### config.mk
export PLATFORM = sky130hd
export DESIGN_NAME = trigger_bank
export DESIGN_NICKNAME = d
export VERILOG_FILES = /design/src/rtl/trigger_bank.sv
export SDC_FILE = /design/constraint.sdc
export NUM_CORES = 1
export LEC_CHECK = 0
export BUFFER_PORTS_ARGS = -buffer_cell sky130_fd_sc_hd__buf_2
export CAP_MARGIN = 20
export CORE_UTILIZATION = 52
export CTS_CLUSTER_DIAMETER = 150
export DETAILED_ROUTE_END_ITERATION = 8
export PLACE_DENSITY = 0.71
export SLEW_MARGIN = 0
export SYNTH_ARGS = -nofsm -noshare
export SYNTH_HDL_FRONTEND = slang
export SYNTH_SLANG_ARGS = --single-unit
export TNS_END_PERCENT = 30
### constraint.sdc
create_clock -name clock -period 3.9 [get_ports clock]
set_input_delay 0.78 -clock clock [delete_from_list [all_inputs] [get_ports clock]]
set_output_delay 0.78 -clock clock [all_outputs]
set_load 0.02 [all_outputs]
### src/rtl/trigger_bank.sv
// Multi-slot price trigger bank: each armed slot watches bid or ask against a
// stored threshold, latches one-shot on a hit and is reported lowest-index first.
module trigger_bank #(
  parameter int NUM_SLOTS = 8,
  parameter int PRICE_W   = 8
) (
  input  logic                         clock,
  input  logic                         reset,
  input  logic                         trigger_write_enable,
  input  logic                         trigger_cancel,
  input  logic [$clog2(NUM_SLOTS)-1:0] trigger_slot,
  input  logic                         trigger_side,
  input  logic                         trigger_direction,
  input  logic [PRICE_W-1:0]           trigger_price,
  input  logic                         quote_valid,
  input  logic [PRICE_W-1:0]           bid_price,
  input  logic [PRICE_W-1:0]           ask_price,
  input  logic                         fire_ready,
  output logic                         fire_valid,
  output logic [$clog2(NUM_SLOTS)-1:0] fire_slot,
  output logic                         fire_side,
  output logic [PRICE_W-1:0]           fire_price,
  output logic [NUM_SLOTS-1:0]         armed_mask,
  output logic                         trigger_satisfied
);
  localparam int SLOT_W = $clog2(NUM_SLOTS);

  logic [NUM_SLOTS-1:0] armed;
  logic [NUM_SLOTS-1:0] pending;
  logic [NUM_SLOTS-1:0] side_q;
  logic [NUM_SLOTS-1:0] dir_q;
  logic [PRICE_W-1:0]   price_q   [NUM_SLOTS];
  logic [PRICE_W-1:0]   hit_q     [NUM_SLOTS];
  logic [PRICE_W-1:0]   ref_price [NUM_SLOTS];
  logic [NUM_SLOTS-1:0] hit;
  logic [SLOT_W-1:0]    sel;
  logic                 pop;

  always_comb begin
    for (int i = 0; i < NUM_SLOTS; i++) begin
      ref_price[i] = side_q[i] ? ask_price : bid_price;
      hit[i] = quote_valid && armed[i] &&
               (dir_q[i] ? (ref_price[i] >= price_q[i]) : (ref_price[i] <= price_q[i]));
    end
  end

  // Scanning downward leaves the lowest pending index in sel.
  always_comb begin
    sel = '0;
    for (int i = NUM_SLOTS - 1; i >= 0; i--) begin
      if (pending[i]) sel = SLOT_W'(i);
    end
  end

  assign pop = fire_valid && fire_ready;

  // A write to a slot overrides both a pop and a quote hit on that slot.
  always_ff @(posedge clock) begin
    if (!reset) begin
      armed   <= '0;
      pending <= '0;
      side_q  <= '0;
      dir_q   <= '0;
      for (int i = 0; i < NUM_SLOTS; i++) begin
        price_q[i] <= '0;
        hit_q[i]   <= '0;
      end
    end else begin
      for (int i = 0; i < NUM_SLOTS; i++) begin
        if (trigger_write_enable && (trigger_slot == SLOT_W'(i))) begin
          armed[i]   <= !trigger_cancel;
          pending[i] <= 1'b0;
          if (!trigger_cancel) begin
            side_q[i]  <= trigger_side;
            dir_q[i]   <= trigger_direction;
            price_q[i] <= trigger_price;
          end
        end else if (pop && (sel == SLOT_W'(i))) begin
          pending[i] <= 1'b0;
        end else if (hit[i]) begin
          armed[i]   <= 1'b0;
          pending[i] <= 1'b1;
          hit_q[i]   <= ref_price[i];
        end
      end
    end
  end

  always_comb begin
    fire_valid        = |pending;
    fire_slot         = fire_valid ? sel : '0;
    fire_side         = fire_valid ? side_q[sel] : 1'b0;
    fire_price        = fire_valid ? hit_q[sel] : '0;
    armed_mask        = armed;
    trigger_satisfied = |pending;
  end

endmodule

Word level (Yosys, flattened, before mapping) --
Memories as Yosys holds them, arrays and structs flattened. Index checks and enable logic that the tools add are counted.
Storage, ports and cells: logic and storage cells 295, bits of input ports 35, memories 2, bits in writable memories 128, output and inout port bits 22, flip-flop bits (word level) 32
Cells by class: eq/ne operators 22, bitwise logic cells 18, mux-type cells 135, order comparisons 17, reductions and logical operators 69
Memory list:
- hit_q | depth 8, bits a word 8, read ports 1, clocked after memory_dff 0, write ports 8, RTL line 33 | logic [PRICE_W-1:0] hit_q [NUM_SLOTS];
- price_q | depth 8, bits a word 8, read ports 8, clocked after memory_dff 0, write ports 8, RTL line 32 | logic [PRICE_W-1:0] price_q [NUM_SLOTS];
Operators by type and width (count):
- $mux 8 | 25
- $mux 1 | 100
- $ge 8x8->1 | 8
- $le 8x8->1 | 8
- $logic_and 1x1->1 | 33
- $reduce_and 2->1 | 16
- $mux 3 | 9
- $eq 3x3->1 const B | 8
- $reduce_or 3->1 | 8
- $ne 2x2->1 const B | 8
- $or 1x1->1 | 16
- $reduce_bool 2->1 | 8
- $eq 3x2->1 const B | 4
- $reduce_or 8->1 | 1
- $eq 3x1->1 const B | 2
- $logic_not 3->1 | 2
- $lt 3x4->1 const B | 1
- $bmux 1 s3 | 1
- $not 1->1 | 2
- $logic_not 1->1 | 1

Depth between registers and ports, before layout --
depth in word-level cells 15, mapped depth 9, mapped depth without buffers 7

Least setup slack after synthesis --
No wires, ideal clock.
path type input to register, start input ask_price[2], end memory hit_q[0][0] (enable), arrival time 2878 ps, buffers on the path 1, library setup time 384 ps, slack 638 ps, stages on the path 8, data required time 3516 ps, cell sequence mux2_2 > ha_1 > o21ai_0 > a21oi_1 > o21ba_2 > o311a_1 > clkbuf_1 > o21ai_0
RTL lines:
- start, declared | RTL line 17 | input logic [PRICE_W-1:0] ask_price,
- end, declared | RTL line 33

Final worst setup path --
start register pending[3], end output fire_price[1]
On the way: word-level cells in the longest chain between the ends 6, elaborated cells between the ends (all ways) 7, those cells by class mux (5); reduce/logical (1); memory (1)
Ends and longest elaborated chain:
- start, declared | RTL line 29 | logic [NUM_SLOTS-1:0] pending;
- start signal, assigned | RTL line 61 | pending <= '0;
- start signal, assigned by index | RTL line 72 | pending[i] <= 1'b0;
- start signal, assigned by index | RTL line 79 | pending[i] <= 1'b0;
- $mux 3 (4 in series) | RTL line 51 | if (pending[i]) sel = SLOT_W'(i);
- $mem_v2 8x8
- $mux 8 * | RTL line 93 | fire_price = fire_valid ? hit_q[sel] : '0;
- end, declared | RTL line 22 | output logic [PRICE_W-1:0] fire_price,
Mark *: on every way between the ends. The rest lies on a longest branch, timed or not.

==> results by group <==
Drt
  • Iteration count of the initial detailed-routing pass: 5
  • Routed WL per cell: 22.6 µm
  • Antenna Nets Post-Route: 0
  • Vias/cell: 6.02
  • Routed vias: 7234
  • Routed WL: 27200 µm
  • DRC: 0
  • Initial drt markers: 645

Synth
  • Mapped cell area: 9370 µm²
  • Async S/R FF share, synth: 0%
  • Syn_nets: 1005
  • Synth cell types: 57
  • Cells after Synth: 906
  • Ys flop type: edfxtp_1
  • Flops & latches, synth: 160
  • Post-synth EDFFs: 128
  • Ys Warns: 0
  • Syn Area/Cell: 10.3 µm²
  • Sequential share of the synthesized area: 47.9%

Critical path
  • WP depth: 7
  • Top delay family on crit path: compound AO/OA/AOI/OAI gates
  • Bufs and invs on worst path: 2
  • Critical path class: reg2out
  • Largest stage delay, worst path: 580 ps
  • CP startpoint kind: flop
  • R2r endpoint: hit_q[4][0]$_SDFFCE_PN0P_
  • Worst EP required: 3120 ps
  • FF-to-FF setup slack: 740 ps
  • Nature of the critical path endpoint: primary output
  • FF-to-FF Start: side_q[4]$_SDFFE_PN0P_
  • Worst Path Arrival: 2600 ps
  • Cell Chain, Critical Path: nor2_1 > a221oi_4 > buf_4 > mux2_2 > o22ai_1 > o21ai_1 > buf_2
  • Crit-path max FO: 17
  • Reg2Reg Depth: 8
  • Slowest-stage cell, CP: dfxtp_1

Finish
  • Util after Layout: 60.5%
  • Fraction of layout cells with a size suffix above 1: 19.3%
  • Fillers: 1443
  • Area Growth Syn to Fin: 12.5%
  • Commonest non-fill, non-tap cell in the layout: edfxtp_1
  • Fin nets: 1061
  • Final Instance Count excl. Fillers: 1201
  • Most frequent cells in the layout: edfxtp_1, nor2_1, inv_1

STA
  • Setup ws final: 520 ps
  • Crit share post-route: 86.7%
  • Slew Viols, Final: 0
  • Hold Vio Cnt, Final: 0
  • Measured slew at the worst slew-check pin: 832 ps
  • Peak Freq: 296 MHz
  • WHS: 500 ps
  • Final Setup Violations: 0
  • Setup TNS: 0 ps
  • Worst relative slew slack: 44.2%
  • RSZ-0062 raised after global routing: no
  • Min Tclk post-route: 3380 ps
  • Worst Clk Skew: 9.01 ps

GRT
  • Grt ovf: 0
  • Total track usage: 30.8%
  • Vias in the first global route: 6735
  • Pin count of the biggest net entering global routing: 42
  • First-pass GRT wire length: 40700 µm
  • Initial antenna violation count: 0

Clocking
  • Clk_lat worst skew: 420 ps
  • Clock sinks: 160
  • Hold-fix buffers, CTS: 0
  • Clk root buf: clkbuf_16
  • CTS tree: yes
  • Reg clk slew, reported paths: 60 ps
  • Max clock buf depth: 2
  • H-tree Lvls: 4
  • Post-CTS setup buffer count: 0
  • Total CTS buffers: 17
  • # resized after CTS: 0

Min path
  • Hold EP: dir_q[1]$_SDFFE_PN0P_
  • Hold Path Class: reg2reg
  • HP Start: dir_q[1]$_SDFFE_PN0P_
  • Hold depth: 2

Power
  • Pleak: 4.25 nW
  • Max rail drop VDD: 0.303 mV
  • Sw power: 0.00106 W
  • Cell Int Power: 0.00320 W
  • Power Density: 404 nW/µm²
  • Clk pwr share: 41.5%
  • Seq pwr share: 45.9%
  • Comb power frac: 12.6%
  • Sw frac: 24.8%

Placed design
  • Worst slack, placed: 294 ps
  • PortBufs: 56
  • Final GP Congestion: 0.924
  • DP HPWL: 21100 µm
  • Inst Count DP: 1166

Floorplanning
  • Core area: 17400 µm²
  • Initial core utilization: 53.8%
  • Die height: 136 µm
  • Number of core rows: 48
  • I/O pin total: 57
  • Die W: 136 µm
  • Die footprint: 18600 µm²

Flow run
  • Number of max-cap violations: 0

Outcome
  • Run status: finished, final reports clean
layout make-up:
| class | count | area, µm² | area share, % |
|---|---|---|---|
| Sequential cell | 160 | 4480 | 42.6 |
| Multi-Input combinational cell | 618 | 4370 | 41.4 |
| Timing Repair Buffer | 84 | 485 | 4.61 |
| Clock buffer | 21 | 450 | 4.27 |
| Inverter | 81 | 304 | 2.89 |
| Tap cell | 225 | 282 | 2.67 |
| Clock inverter | 11 | 164 | 1.56 |
| Antenna cell | 1 | 2.50 | 0.0237 |
per-layer routing:
| layer | vias to the layer above | track usage [%] | part of all wire (%) |
|---|---|---|---|
| met5 | - | 0 | 0 |
| met4 | 0 | 12.2 | 3.1 |
| met3 | 50 | 4.55 | 6.8 |
| met2 | 333 | 47.0 | 45 |
| met1 | 3448 | 43.9 | 45 |
| li1 | 3403 | - | - |
worst register-to-register path: stages, from the launching register on:
cell	delay, ps
dfxtp_1	610
mux2_2	460
ha_1	320
nor2b_1	140
o31ai_1	270
a21oi_1	110
a211oi_1	600
buf_4	300
nor3_1	90
cells by family (layout without fill, tap and decap cells):
group                    Yosys count  in the layout  synth area share (%)
multiplexers                      79             79                  9.26
flip-flops                       160            160                  47.9
other                              0              1                     0
adder cells (fa/ha/maj)           64             64                  8.55
buffers and inverters            128            197                  5.50
AO/OA/AOI/OAI                    159            159                  11.7
AND/OR/NAND/NOR                  316            316                  17.1
per-stage QoR:
| step | total power [W] | area, µm² |
|---|---|---|
| 4_1_cts | 0.00426 | 10500 |
| 2_1_floorplan | 0.00231 | 9370 |
| 3_5_place_dp | 0.00251 | 9910 |
| 6_report | 0.00426 | 10500 |
| 3_3_place_gp | 0.00250 | 9910 |
| 5_1_grt | 0.00439 | 10500 |
synth_stat cells (2+ instances only):
cell type / count / area [µm²]
o21ba_2: 3 / 30.0
o21a_1: 6 / 45.0
o211a_1: 3 / 30.0
nor3_1: 7 / 35.0
nor2b_1: 12 / 75.1
buf_2: 7 / 35.0
a21bo_2: 4 / 40.0
dfxtp_1: 32 / 641
nand2b_1: 9 / 56.3
ha_1: 64 / 801
and4_1: 8 / 70.1
edfxtp_1: 128 / 3840
nand3_1: 22 / 110
nand3b_1: 2 / 15.0
o311a_1: 3 / 30.0
o221ai_1: 14 / 123
mux2i_1: 18 / 180
a221o_1: 8 / 80.1
clkbuf_1: 34 / 128
nand2_1: 75 / 282
nand4_1: 17 / 106
buf_1: 2 / 7.51
inv_1: 80 / 300
nor2_1: 96 / 360
o31ai_1: 6 / 45.0
o21ai_0: 33 / 165
o22ai_1: 6 / 37.5
o21ai_1: 9 / 45.0
a211oi_1: 8 / 60.1
buf_6: 3 / 33.8
and2_1: 20 / 125
nand4b_1: 2 / 17.5
a21oi_1: 43 / 215
mux2_2: 61 / 687
nor3b_1: 35 / 263
a31o_2: 2 / 17.5
and3_1: 4 / 25.0
power groups by stage:
stage	Clock [W]	Sequential [W]	Combinational (W)
final	0.00177	0.00195	0.000536
after global routing	0.00184	0.00196	0.000586
after CTS	0.00178	0.00195	0.000525
after detailed placement	0	0.00199	0.000522
after global placement	0	0.00199	0.000513
after floorplan	0	0.00198	0.000339
worst max path at each step:
stage | start | end | slack (ps)
6_report | pending[3]$_SDFFE_PP0P_ | fire_price[1] | 520
5_1_grt | pending[3]$_SDFFE_PP0P_ | fire_price[0] | 420
4_1_cts | pending[3]$_SDFFE_PP0P_ | fire_price[4] | 490
3_5_place_dp | bid_price[1] | hit_q[5][3]$_SDFFCE_PN0P_ | 290
3_3_place_gp | ask_price[1] | hit_q[5][3]$_SDFFCE_PN0P_ | 390
2_1_floorplan | ask_price[2] | hit_q[0][0]$_SDFFCE_PN0P_ | 640
registers in the layout, indices dropped and copies added (netlist names):
name        count
hit_q          64
price_q        64
armed_mask      8
dir_q           8
pending         8
side_q          8
No activity file was read; power rests on OpenSTA's default activity.
